==> src/rtl/if_fetch_stage.sv <==
// Instruction fetch stage: PC, single-outstanding imem fetch FSM, prefetch FIFO and IF/ID register.
// Optional FETCH_BYPASS_EN: a response arriving with the FIFO empty and ID ready goes straight into IF/ID.
module if_fetch_stage #(
   parameter logic [31:0] RESET_PC   = 32'h0000_0000,
   parameter int          FBUF_DEPTH = 2,
   parameter logic [31:0] NOP_INST   = 32'h0000_0013
) (
   input  logic        clk,
   input  logic        rst,
   input  logic        id_stall_flag,
   input  logic        ex_take_branch,
   input  logic [31:0] ex_target_pc,
   output logic        imem_req,
   output logic [31:0] imem_addr,
   input  logic        imem_rvalid,
   input  logic [31:0] imem_rdata,
   output logic [31:0] if_id_IR,
   output logic [31:0] if_id_PC,
   output logic [31:0] if_id_NPC,
   output logic        if_id_valid_inst,
   output logic [31:0] if_fetch_count
);

   localparam int PTR_W = $clog2(FBUF_DEPTH);
   localparam int CNT_W = PTR_W + 1;

   typedef enum logic [1:0] {
      IDLE,
      WAIT,
      DRAIN
   } fetch_state_t;

   fetch_state_t state, state_next;

   logic [31:0]      pc;
   logic [31:0]      req_pc;
   logic [31:0]      target_aligned;
   logic [31:0]      fifo_pc [FBUF_DEPTH];
   logic [31:0]      fifo_ir [FBUF_DEPTH];
   logic [PTR_W-1:0] rd_ptr;
   logic [PTR_W-1:0] wr_ptr;
   logic [CNT_W-1:0] fifo_count;
   logic             fifo_empty;
   logic             fifo_push;
   logic             fifo_pop;
   logic             accept;
   logic             bypass_load;
   logic             issue;

   // Rspons accepted only for a live (non-squashed) request; a redirect in the same cycle drops it.
   always_comb begin
      target_aligned = ex_target_pc & 32'hFFFF_FFFC;
      fifo_empty     = (fifo_count == '0);
      fifo_pop       = !ex_take_branch && !id_stall_flag && !fifo_empty;
      accept         = (state == WAIT) && imem_rvalid && !ex_take_branch;
`ifdef FETCH_BYPASS_EN
      bypass_load    = accept && fifo_empty && !id_stall_flag;
`else
      bypass_load    = 1'b0;
`endif
      fifo_push      = accept && !bypass_load;
      issue          = (state == IDLE) && !rst && !ex_take_branch &&
                       (fifo_count < CNT_W'(FBUF_DEPTH));
   end

   always_comb begin
      state_next = state;
      imem_req   = 1'b0;
      imem_addr  = '0;
      case (state)
         IDLE: begin
            if (issue) begin
               imem_req   = 1'b1;
               imem_addr  = pc;
               state_next = WAIT;
            end
         end
         WAIT: begin
            if (imem_rvalid) begin
               state_next = IDLE;
            end else if (ex_take_branch) begin
               state_next = DRAIN;
            end
         end
         DRAIN: begin
            if (imem_rvalid) begin
               state_next = IDLE;
            end
         end
         default: state_next = IDLE;
      endcase
   end

   always_ff @(posedge clk or posedge rst) begin
      if (rst) begin
         state <= IDLE;
      end else begin
         state <= state_next;
      end
   end

   always_ff @(posedge clk or posedge rst) begin
      if (rst) begin
         pc     <= RESET_PC;
         req_pc <= '0;
      end else if (ex_take_branch) begin
         pc <= target_aligned;
      end else if (issue) begin
         pc     <= pc + 32'd4;
         req_pc <= pc;
      end
   end

   // Pointers wrap naturally because FBUF_DEPTH is a power of two.
   always_ff @(posedge clk or posedge rst) begin
      if (rst) begin
         rd_ptr     <= '0;
         wr_ptr     <= '0;
         fifo_count <= '0;
      end else if (ex_take_branch) begin
         rd_ptr     <= '0;
         wr_ptr     <= '0;
         fifo_count <= '0;
      end else begin
         if (fifo_push) begin
            wr_ptr <= wr_ptr + 1'b1;
         end
         if (fifo_pop) begin
            rd_ptr <= rd_ptr + 1'b1;
         end
         case ({fifo_push, fifo_pop})
            2'b10:   fifo_count <= fifo_count + 1'b1;
            2'b01:   fifo_count <= fifo_count - 1'b1;
            default: fifo_count <= fifo_count;
         endcase
      end
   end

   always_ff @(posedge clk) begin
      if (fifo_push) begin
         fifo_pc[wr_ptr] <= req_pc;
         fifo_ir[wr_ptr] <= imem_rdata;
      end
   end

   always_ff @(posedge clk or posedge rst) begin
      if (rst) begin
         if_id_IR         <= NOP_INST;
         if_id_PC         <= '0;
         if_id_NPC        <= 32'd4;
         if_id_valid_inst <= 1'b0;
         if_fetch_count   <= '0;
      end else if (ex_take_branch) begin
         if_id_IR         <= NOP_INST;
         if_id_valid_inst <= 1'b0;
      end else if (id_stall_flag) begin
         if_id_IR         <= if_id_IR;
      end else if (fifo_pop) begin
         if_id_IR         <= fifo_ir[rd_ptr];
         if_id_PC         <= fifo_pc[rd_ptr];
         if_id_NPC        <= fifo_pc[rd_ptr] + 32'd4;
         if_id_valid_inst <= 1'b1;
         if_fetch_count   <= if_fetch_count + 32'd1;
      end else if (bypass_load) begin
         if_id_IR         <= imem_rdata;
         if_id_PC         <= req_pc;
         if_id_NPC        <= req_pc + 32'd4;
         if_id_valid_inst <= 1'b1;
         if_fetch_count   <= if_fetch_count + 32'd1;
      end else begin
         if_id_IR         <= NOP_INST;
         if_id_valid_inst <= 1'b0;
      end
   end

endmodule

==> config.mk <==
export PLATFORM = sky130hd
export DESIGN_NAME = if_fetch_stage
export DESIGN_NICKNAME = d
export VERILOG_FILES = /design/src/rtl/if_fetch_stage.sv
export SDC_FILE = /design/constraint.sdc
export NUM_CORES = 1
export LEC_CHECK = 0
export ABC_AREA = 1
export CAP_MARGIN = 20
export CELL_PAD_IN_SITES_DETAIL_PLACEMENT = 0
export CELL_PAD_IN_SITES_GLOBAL_PLACEMENT = 1
export CORE_MARGIN = 5
export CORE_UTILIZATION = 25
export DETAILED_ROUTE_END_ITERATION = 8
export GPL_ROUTABILITY_DRIVEN = 0
export PLACE_DENSITY = 0.49
export SYNTH_ARGS = -nofsm -noshare
export SYNTH_HDL_FRONTEND = slang
export SYNTH_SLANG_ARGS = --single-unit
==> constraint.sdc <==
create_clock -name clk -period 7.2 [get_ports clk]
set_input_delay 0.72 -clock clk [delete_from_list [all_inputs] [get_ports clk]]
set_output_delay 0.72 -clock clk [all_outputs]
set_load 0.03 [all_outputs]
==> results.txt, run 1 <==
- The share of total power dissipated in sequential elements is 0.393.
- The total overflow left after global routing is 0.
* Routing usage on met3: 0.02452
* Top Usage Layer GRT: met2
- VDD sags by at most 0.1573 mV.
* Worst hold slack across all endpoints: 0.4689 ns
- The worst register-to-register path begins at rd_ptr.
- Worst setup path startpoint: ex_take_branch
* Setup total negative slack: 0 ns
- Post-synthesis area per instance: 9.567 um2
- For this design the static power due to leakage is 7.496 nW.
- Setup Crit Path Kind: in2out
- Yosys attributes the largest share of cell area to dfrtp_1 33%, edfxtp_1 27%, nand2_1 11%.
* Count of cells resized by post-cts repair: 0
* Number of detailed-route iterations in the first pass: 5
- The share of total power dissipated in combinational logic is 0.299.
- Of the total power, the clock network draws 0.308.
* Endpoints failing hold: 0
- In this run the worst path has a maximum fanout of 36.
- Setup violations, final: 0
- Pin placement for this block handled 231 I/O pins.
- Hold path startpoint: req_pc[31]
- Worst endpoint required time: 6.48 ns
- The number of antenna violations at the first check in global routing came to 0.
- DIE WIDTH: 246.5 um
- Across every metal layer, demand over resource in global routing totals 0.1376.
* Worst EP arrival: 3.74 ns
* Vias in the first global route: 10660
* Met2 GRT Util: 0.2156
- The repair_antennas step left the layout with diodes totalling 0.
- The initial utilization of the core area, before any placement, comes to 0.2532.
- Cell internal power was estimated by the tool at 4.138 mW.
- At the later pin of the worst-skew pair, clock insertion delay measures 0.56 ns.
- The floorplan has 86 rows.
- For this design the ratio of total power to cell area is 353.9 mW/mm2.
* Post-synthesis sequential area ratio: 0.6087
* Count of buffers added by post-CTS timing repair for setup: 0
- The worst pin sits at a relative slew slack of 0.2918.
- After synthesis, the netlist uses 46 different library cells.
* Port Buffers: 222
- Final Cycle Share: 0.6200
* Clock slew at the register clock pins of the worst setup and hold paths: 0.06 ns
- For this run, design rule violations remaining after detail routing come to 0.
- Most instantiated flip-flop cell in the synthesis netlist: dfrtp_1
* Floorplan die height: 246.5 um
* Cell accounting for the most synthesized area: dfrtp_1
- The worst setup path is launched from an input pin.
- Dividing the detail-routed wire length by the instance count gives 17.05 um.
* Final max-slew violation count: 0
- Setup repair after global routing left no endpoint under its margin.
* Hold-fix buffers, CTS: 0
- For this run, the post-layout net count is 1753.
- At the pin with the least slew margin, the transition time is 1.062 ns.
- In this run the power spent charging and discharging nets is 2.314 mW.
- The tightest min-delay check is of the reg2reg type.
- In this run, synthesis inferred 124 flip-flops with an integrated enable.
- Filler Cell Count: 5727
- Of all flip-flops after synthesis, the portion carrying an async set or reset was 0.6063.
- DRT antenna net count: 0
- Switching power share of the total: 0.3587
- After synthesis the cells add up to 0.01398 mm2.
- Worst Setup End Kind: output pin
- Maximum number of pins on one net before global-route repair: 130
* Fraction of final layout cells with drive strength greater than 1: 0.07944
- Synthesized instance count: 1461
- Number of vias per cell after detailed routing: 4.267
* Number of synthesis warnings: 0
* CTS Sinks: 315
* Fraction of synthesized cell area taken by the top area cell type: 0.3348
* Synthesized flop and latch total: 315
- TritonCTS built the clock tree.
- In the global route stage, met1 resource usage came out at 0.1958.
- In this run, the number of DRC markers left after iteration 0 of detailed routing was 466.
- Setup Skew: 0.02117 ns
* Maximum number of buffers from clock root to sink: 3
- Number of buffers inserted during clock tree synthesis: 39
- In this run the standard cell core region covers 0.05520 mm2.
- Max-cap violations in this run came to 0.
- DIE AREA: 0.06074 mm2
- The tree is rooted in a clkbuf_16.
* Run status: completed
- Number of vias after detailed routing: 10500
- Highest clock rate: 224.0 MHz
- The clock period could shrink to 4.464 ns.
- Relative to the synthesized area, the layout overhead comes to 30.44%.
- Total number of H-tree levels: 2
- Summed over all nets, the half-perimeter wirelength after detailed placement is 28.35 mm.
* Total routed wirelength: 41.94 mm
* Wire length of the first global-routing pass: 65.20 mm
## per-stage QoR
stage / instance area (um2) / cells / util / setup WS [ns] / power (mW)
final: 18230 / 2460 / 0.3303 / 2.736 / 6.452
after CTS: 18230 / 2460 / 0.3303 / 2.686 / 6.586
after detailed placement: 16950 / 2388 / 0.3070 / 2.683 / 4.547
after global placement: 16950 / 2388 / 0.3070 / 2.652 / 4.534
after floorplan: 14000 / 1466 / - / 1.288 / 3.694
after global routing: 18230 / 2460 / 0.3303 / 2.573 / 6.849
## flip-flops by register name, indices dropped and copies added, names as in the netlist, 30 cells and up
name / count
fifo_ir: 64
fifo_pc: 60
if_fetch_count: 32
if_id_IR: 32
if_id_NPC: 30
if_id_PC: 30
pc: 30
req_pc: 30
## worst max-delay path, stage by stage
cell	delay, ns
clkdlybuf4s50_1	0.39
buf_4	0.26
nor3_1	0.38
nand3_4	0.36
inv_2	0.56
nand2_1	0.22
inv_1	0.11
clkdlybuf4s50_1	0.69
## cell usage in the layout, fill, tap and decap left out, drive strengths merged
cell	n
nor2	212
o211ai	15
o21a	6
nor4	3
nand4	22
o21ai	60
a21oi	5
clkinvlp	2
clkinv	10
or4	1
bufinv	4
o221ai	6
nand3	77
o22ai	1
xor2	29
and3	1
conb	6
o31ai	31
o21bai	6
clkdlybuf4s50	222
buf	10
or2	2
o2111ai	10
dfstp	4
xnor2	7
nand2	434
nor3	20
clkbuf	53
ha	3
edfxtp	124
nor3b	1
a31oi	8
dfrtp	187
nand3b	4
inv	126
## power groups by stage
stage / registers, mW / logic (mW) / clock network, mW
2_1_floorplan: 2.89 / 0.805 / 0
3_3_place_gp: 2.57 / 1.97 / 0
3_5_place_dp: 2.58 / 1.97 / 0
4_1_cts: 2.55 / 1.98 / 2.06
5_1_grt: 2.59 / 2.12 / 2.14
6_report: 2.54 / 1.93 / 1.98
## cell usage after synthesis, types with 6 or more instances
master     number
a31oi_1         8
buf_1           6
buf_2          15
buf_4          10
clkbuf_1       21
dfrtp_1       187
edfxtp_1      124
inv_1         118
nand2_1       406
nand2_2        25
nand3_1        76
nand4_1        22
nor2_1        189
nor2_2         10
nor2_4         12
nor3_1         20
o2111ai_1      10
o211ai_1       15
o21a_1          6
o21ai_0        57
o221ai_1        6
o31ai_1        31
xnor2_1         7
xor2_1         29
## cells by family (layout without fill, tap and decap cells)
group / Yosys count / in the layout / synth area share
DFF: 315 / 315 / 0.6087
other: 1 / 6 / 0.0002683
AOI/OAI and AO/OA: 148 / 148 / 0.06875
xor gates and xnor gates: 36 / 36 / 0.02256
adders and majority gates: 3 / 3 / 0.002686
and+or+nand+nor: 777 / 777 / 0.2407
buffers and inverters: 181 / 427 / 0.05631
## layer usage
layer,share of wire,vias up
met4,0.021,0
met5,0,-
met1,0.49,5002
met3,0.040,54
li1,-,5267
met2,0.45,174
## cell type report
cell class / instances / area [um2] / share of cell area
clock buffer: 53 / 1059 / 0.05806
clock inverter: 19 / 227.7 / 0.01249
inverter: 123 / 471.7 / 0.02587
multi-input combinational: 970 / 4731 / 0.2595
sequential: 315 / 8509 / 0.4667
tap: 748 / 935.9 / 0.05133
timing repair buffer: 232 / 2297 / 0.1260
## final timing paths
check                                          end  slack, ns  cells after the start
worst max-delay path                 imem_addr[13]       2.74                      8
max in group asynchronous       if_fetch_count[25]       4.88                      3
worst max register to register       if_id_NPC[22]       4.43                     11
min in group asynchronous              if_id_IR[7]       0.75                      2
worst min register to register      fifo_pc[0][31]       0.47                      0
worst min-delay path                fifo_pc[0][31]       0.47                      0
(Power assumes the default switching activity.)
==> run 2, diff against run 1 <==
==> constraint.sdc (replaced) <==
create_clock -name clk -period 4.6 [get_ports clk]
set_input_delay 0.46 -clock clk [delete_from_list [all_inputs] [get_ports clk]]
set_output_delay 0.46 -clock clk [all_outputs]
set_load 0.03 [all_outputs]
==> run 2 against run 1 <==
Compared with the run above: wire length grew 1.8%; non-clock buffer count is 7 higher; design area rose by 1.2%; die area stayed put; count of clock-buffer cells in the layout up 7; combinational power rose by 60%; critical path depth down 2; global-route usage is 0.16 points higher; via count is 0.80% higher; setup slack worse by 1.5 ns; largest cell class unchanged; largest power group unchanged; highest routed layer unchanged.
==> results.txt, run 2 (synthesis results as in run 1) <==
* Run status: completed
* Worst hold slack across all endpoints: 0.2712 ns (-0.1978 ns)
- The die boundary width came to 246.5 um (unchanged).
- The height of the die was 246.5 um (unchanged).
* Worst EP arrival: 2.95 ns (-0.79 ns)
- Worst endpoint required time: 4.14 ns (-2.34 ns)
* Highest clock rate: 293.0 MHz
* DRC: 0 (unchanged)
* Area of placed instances: 0.01717 mm2 (+1.4%)
- The leftover overflow at the end of global routing is 0 (unchanged).
- The number of input and output port buffers inserted was 222 (unchanged).
- Global router's overall resource usage: 0.1392 (+0.001564)
* Count of cells resized by post-cts repair: 0 (unchanged)
* Top register by number of flip-flops: fifo_ir
* Switching power share of the total: 0.3608 (+0.002185)
- Endpoints failing hold: 0 (unchanged)
- Number of vias after detailed routing: 10580 (+0.80%)
- The worst setup slack after layout was 1.188 ns (-1.548 ns).
- The worst setup slack before clock tree synthesis was 1.269 ns (-1.413 ns).
- The detailed-routing iteration count for the pre-antenna-repair pass is 4 (-1).
- TritonCTS built the clock tree.
* Worst IR Drop VDD: 0.2243 mV (+43%)
- The H-tree depth was 2 (unchanged).
- The boundary pin count came to 231 (unchanged).
* Total power of the final layout: 10.15 mW (+57%)
- The latest clock arrival within the worst-skew pair came to 0.56 ns (about the same).
- The top cell types in the final layout, fill and taps aside, are 406 x nand2_1, 194 x clkdlybuf4s50_1, 186 x nor2_1, 186 x dfrtp_1, 124 x edfxtp_1.
* Number of nets in the finished design: 1762 (+0.51%)
- The detailed router's first-iteration violation count came to 554 (+19%).
- Remaining max-slew budget at the tightest pin: 0.4549 (+0.1631)
- The power density relative to cell area came to 549.7 mW/mm2 (+55%).
- Largest fanout of any net on the critical path: 36 (unchanged)
- Final core utilization: 0.3344 (+0.004080)
- The worst setup path is launched from a register.
- Area growth from synthesis to final layout: 32.05%
- The aggregate routed wire length is 42.71 mm (+1.8%).
* Maximum number of pins on one net before global-route repair: 110 (-15%)
- Final max-slew violation count: 0 (unchanged)
- Root cell of the clock tree: clkbuf_16
* Post-detailed-placement half-perimeter wirelength: 29.42 mm (+3.8%)
* Setup Crit Path Kind: reg2out
- The clock transition time at the flip-flop clock pins of the worst setup and hold paths was 0.05 ns (about the same).
* Fraction of power consumed by the clock network: 0.304 (-0.004)
- Of the available clock period, the critical path in the final layout requires 0.7418.
- In the final layout, the registers with the most flip-flops are fifo_ir (64), fifo_pc (60).
- The count of max-cap constraint violations was 0 (unchanged).
* Area used by sequential logic in the layout: 0.008509 mm2 (unchanged)
- Leaving out fill and tap cells, the most frequent cell in the layout is nand2_1.
- Setup violations, final: 0 (unchanged)
* Count of buffers added by post-CTS timing repair for setup: 0 (unchanged)
* Number of flip-flops under the largest register name: 64 (unchanged)
- The sequential group share of total power is 0.392 (about the same).
- The final instance count without filler cells came to 2471 (+0.45%).
- Inserted Diodes: 0 (unchanged)
- Effective utilization at floorplan: 0.2532 (unchanged)
- The multi-input combinational cell area was 0.004731 mm2 (unchanged).
* Worst Setup End Kind: output pin
* Number of placed instances, taps included: 2395 (+0.29%)
* Worst min-delay path class: in2async
* Total non-filler cell area in the finished layout: 0.01846 mm2 (+1.2%)
- The detailed-route wire length per cell came to 17.28 um (+1.4%).
- Maximum number of buffers from clock root to sink: 3 (unchanged)
- Floorplan row count: 86 (unchanged)
* Number of buffers inserted during clock tree synthesis: 41 (+5.1%)
* Reported net switching power: 3.661 mW (+58%)
* Hold-fix buffers, CTS: 0 (unchanged)
- Portion of total power attributed to combinational logic: 0.304 (+0.005)
- The filler cell count was 5718 (-0.16%).
- The die area came to 0.06074 mm2 (unchanged).
* Slew at the pin closest to its max-slew limit: 0.8091 ns (-0.2532 ns)
* Unrepaired setup endpoints after global routing: false
- Min cycle time layout: 3.412 ns
- DRT antenna net count: 0 (unchanged)
- The sum of negative setup slack was 0 ns (unchanged).
- The clock tree skew after final layout was 0.02008 ns (-0.001085 ns).
- Antenna violations before repair: 0 (unchanged)
- The fraction of final layout cells sized beyond drive strength 1 is 0.09983 (+0.02039).
- The floorplan core area is 0.05520 mm2 (unchanged).
* Wire length of the first global-routing pass: 65.52 mm (+0.50%)
* Number of vias per cell after detailed routing: 4.282 (+0.35%)
* Leakage power figure: 7.647 nW (+2.0%)
- Vias in the first global route: 10540 (-1.2%)
- CTS Sinks: 315 (unchanged)
* Power Internal: 6.485 mW (+57%)
[run 2: changes by cell type in the layout (fill, tap and decap cells not counted), moves of 3 or more]
cell,delta
clkbuf_1,+6
clkdlybuf4s50_1,-28
clkinv_2,+4
buf_12,+20
clkbuf_16,+3
buf_4,+15
clkinv_1,-3
[run 2: cell type report]
type / count / area share
clock buffer: 60 / 0.06115
multi-input combinational: 970 / 0.2563
clock inverter: 16 / 0.008338
timing repair buffer: 239 / 0.1371
inverter: 123 / 0.02535
sequential: 315 / 0.4611
tap: 748 / 0.05071
[run 2: final timing paths]
path / from / endpoint / slack (ns) / cells after the start
min: rst / fifo_count[1] / 0.27 / 2
min reg2reg: if_fetch_count[31] / if_fetch_count[31] / 0.47 / 1
max: fifo_count[1] / imem_addr[13] / 1.19 / 6
min in group clk: ex_target_pc[2] / pc[2] / 0.44 / 3
max reg2reg: fifo_count[1] / pc[13] / 2.08 / 7
max in group asynchronous: rst / if_id_NPC[25] / 3.37 / 3
[run 2: layer usage]
metal | global-route usage | routed length (um) | vias to the layer above
li1 | - | - | 5271
met1 | 0.1978 | 20410 | 5050
met2 | 0.2180 | 19660 | 206
met3 | 0.02907 | 1865 | 54
met4 | 0.03446 | 774 | 0
met5 | 0 | 0 | -
[run 2: critical path, stage by stage (launching register included)]
cell and delay, ns:
dfrtp_1 0.42, nor3_1 0.35, nand3_4 0.46, inv_2 0.61, nand2_1 0.23, inv_1 0.16, buf_12 0.13
[run 2: power by group through the flow]
stage,clock [mW],combinational [mW],sequential (mW)
after floorplan,0,1.26,4.52
after CTS,3.22,3.16,3.99
final,3.09,3.08,3.98
after global placement,0,3.14,4.02
after global routing,3.33,3.38,4.06
after detailed placement,0,3.15,4.03
==> run 3, diff against run 2 <==
--- a/config.mk
+++ b/config.mk
@@ -13,7 +13,7 @@
 export CORE_UTILIZATION = 25
 export DETAILED_ROUTE_END_ITERATION = 8
 export GPL_ROUTABILITY_DRIVEN = 0
-export PLACE_DENSITY = 0.49
+export PLACE_DENSITY = 0.51
 export SYNTH_ARGS = -nofsm -noshare
 export SYNTH_HDL_FRONTEND = slang
 export SYNTH_SLANG_ARGS = --single-unit
==> constraint.sdc (replaced) <==
create_clock -name clk -period 2.74 [get_ports clk]
set_input_delay 0.274 -clock clk [delete_from_list [all_inputs] [get_ports clk]]
set_output_delay 0.274 -clock clk [all_outputs]
set_load 0.03 [all_outputs]
==> run 3 against run 2 <==
Compared with the run above: worst hold slack hardly changed; combinational power is 69% higher; sequential power is 69% higher; non-clock buffer count is 9 higher; cell count is 0.28% higher; clock skew is 0.0051 ns lower; sequential share of layout area is 0.25 points lower; setup slack worse by 0.89 ns; count of clock-buffer cells in the layout is 7 lower; power is 70% higher.
==> results.txt, run 3 (synthesis results as in run 1) <==
- The latest clock arrival within the worst-skew pair was 0.55 ns (about the same).
- The final instance area is 0.01856 mm2 (+0.56%).
- Floorplan row count: 86 (unchanged)
- The sequential group share of total power is 0.389 (-0.003).
- Number of buffers inserted during clock tree synthesis: 40 (-2.4%)
* Setup violations, final: 0 (unchanged)
* Critical path cell sequence: nor3_1 -> nand3_4 -> buf_4 -> nor2_1 -> buf_12
- The length in cells of the worst reg-to-reg path came to 10 (+3).
- Final max-slew violation count: 0 (unchanged)
* Count of buffers added by post-CTS timing repair for setup: 0 (unchanged)
- Top register by number of flip-flops: fifo_ir
* Total power of the final layout: 17.22 mW (+70%)
- Fraction of final layout cells with drive strength greater than 1: 0.1087 (+0.008907)
- DIE AREA: 0.06074 mm2 (unchanged)
- Filler Cell Count: 5683 (-0.61%)
- The maximum vdd ir drop is 0.3892 mV (+74%).
- Global router's overall resource usage: 0.1376 (-0.001576)
- The post-layout net count was 1770 (+0.45%).
- Setup Crit Path Kind: reg2out
- Setup Skew: 0.01498 ns (-0.005100 ns)
* Count of cells resized by post-cts repair: 0 (unchanged)
* Worst path max stage delay: 0.40 ns (-0.21 ns)
- The worst setup slack before clock tree synthesis is 0.2813 ns (-0.9880 ns).
- The number of flip-flops in the largest register came to 64 (unchanged).
* DRT iter0 DRCs: 616 (+11%)
- Leading cell type in the layout, fill and taps excluded: nand2_1
* Worst hold slack across all endpoints: 0.2708 ns (-0.0004010 ns)
- Hold-fix buffers, CTS: 0 (unchanged)
* DIE WIDTH: 246.5 um (unchanged)
- The worst-path maximum fanout was 20 (-44%).
- The maximum clock path buffer count came to 3 (unchanged).
* Endpoints failing hold: 0 (unchanged)
- The smallest clock period supported by the final layout is computed as 2.446 ns.
- Total routed wirelength: 42.14 mm (-1.3%)
* Area used by sequential logic in the layout: 0.008509 mm2 (unchanged)
- Unrepaired setup endpoints after global routing: false
- Area growth from synthesis to final layout: 32.78%
* DRT antenna net count: 0 (unchanged)
- Worst path setup slack after routing: 0.2940 ns (-0.8936 ns)
* Remaining max-slew budget at the tightest pin: 0.5791 (+0.1242)
* Worst EP arrival: 2.17 ns (-0.78 ns)
* Run status: completed
- Floorplan die height: 246.5 um (unchanged)
* Wire length of the first global-routing pass: 65.34 mm (-0.28%)
- STA classifies the critical path startpoint as a register.
- The reported leakage power is 7.715 nW (+0.90%).
- Power Internal: 11.09 mW (+71%)
- Number of top-level pins: 231 (unchanged)
* Final core utilization: 0.3362 (+0.001859)
- The number of input and output port buffers inserted is 222 (unchanged).
- Of the available clock period, the critical path in the final layout requires 0.8927.
- P per Cell Area: 928.0 mW/mm2 (+69%)
- Biggest regs: fifo_ir (64), fifo_pc (60)
- Critical path's slowest cell: dfrtp_1
- The switching power was 6.135 mW (+68%).
- In this run the worst hold path is classified as in2reg.
- DRC: 0 (unchanged)
- Number of detailed-route iterations in the first pass: 4 (unchanged)
- Vias in the first global route: 10720 (+1.8%)
- The leftover overflow at the end of global routing was 0 (unchanged).
- The H-tree depth was 2 (unchanged).
* Root cell of the clock tree: clkbuf_16
- Static timing analysis puts the maximum clock frequency at 408.8 MHz.
- The part of the power in the clock network was 0.309 (+0.005).
- Antenna violations before repair: 1 (+1)
* Slew at the pin closest to its max-slew limit: 0.6248 ns (-0.1843 ns)
- The detailed-route wire length per cell is 17.00 um (-1.6%).
* Worst endpoint required time: 2.47 ns (-1.67 ns)
- The count of max-cap constraint violations came to 0 (unchanged).
- The clock sink count was 315 (unchanged).
- The top cell types in the final layout, fill and taps aside, are 406 x nand2_1, 191 x clkdlybuf4s50_1, 186 x nor2_1, 186 x dfrtp_1, 124 x edfxtp_1.
* Effective utilization at floorplan: 0.2532 (unchanged)
* Total area of multi-input combinational cells: 0.004731 mm2 (unchanged)
- Depth of the worst hold-timing path: 3
* Number of vias per cell after detailed routing: 4.301 (+0.44%)
- The fraction of power spent switching nets was 0.3562 (-0.004635).
* Maximum number of pins on one net before global-route repair: 99 (-10%)
- The register-to-register path setup slack is 0.51 ns (-1.57 ns).
- The clock transition time at the flip-flop clock pins of the worst setup and hold paths was 0.06 ns (about the same).
- Area of the core: 0.05520 mm2 (unchanged)
- Portion of total power attributed to combinational logic: 0.302 (-0.002)
- Number of vias after detailed routing: 10660 (+0.73%)
- The detailed placer's ending HPWL is 29.76 mm (+1.2%).
* Area of placed instances: 0.01722 mm2 (+0.28%)
- TritonCTS built the clock tree.
- STA classifies the critical path endpoint as an output pin.
[run 3: cell count changes in the layout (fill, tap and decap cells not counted), sizes merged]
cell,change
diode,+1
bufinv,+2
clkinv,-2
inv,+2
clkinvlp,+2
clkdlybuf4s50,-3
clkbuf,-7
buf,+12
[run 3: worst max-delay path: cells and delay by family, from the launching register on]
family	cells	cell delay, ns
and+or+nand+nor	3	0.80
DFF	1	0.40
buffers and inverters	2	0.42
[run 3: path summary, 6_finish.rpt]
check / endpoint / from
setup / recovery: imem_addr[11] / fifo_count[1]
hold / removal: pc[2] / ex_target_pc[2]
setup reg to reg: if_id_NPC[22] / rd_ptr
hold reg to reg: fifo_pc[1][8] / req_pc[8]
max in group asynchronous: if_fetch_count[31] / rst
min in group asynchronous: pc[28] / rst
[run 3: through the flow]
stage / instances / setup TNS (ns)
2_1_floorplan: 1466 / -0.2333
3_3_place_gp: 2404 / 0
3_5_place_dp: 2404 / 0
4_1_cts: 2477 / 0
5_1_grt: 2478 / 0
6_report: 2478 / 0
[run 3: final cells by class]
type,instances,share of cell area
Antenna cell,1,0.0001348
Sequential cell,315,0.4585
Timing Repair Buffer,248,0.1389
Clock buffer,53,0.05926
Tap cell,748,0.05043
Clock inverter,20,0.01267
Inverter,123,0.02521
Multi-Input combinational cell,970,0.2549
[run 3: power by group through the flow]
stage	combinational, mW	clock, mW	sequential, mW
floorplan	2.12	0	7.59
global placement	5.26	0	6.79
detailed placement	5.30	0	6.81
CTS	5.31	5.50	6.73
global route	5.67	5.74	6.84
finish	5.20	5.32	6.71
[run 3: layer usage]
| layer | vias up | track usage | share of wire |
|---|---|---|---|
| met2 | 205 | 0.2222 | 0.47 |
| li1 | 5292 | - | - |
| met1 | 5103 | 0.1926 | 0.47 |
| met3 | 58 | 0.02484 | 0.038 |
| met4 | 0 | 0.03364 | 0.018 |
| met5 | - | 0 | 0 |
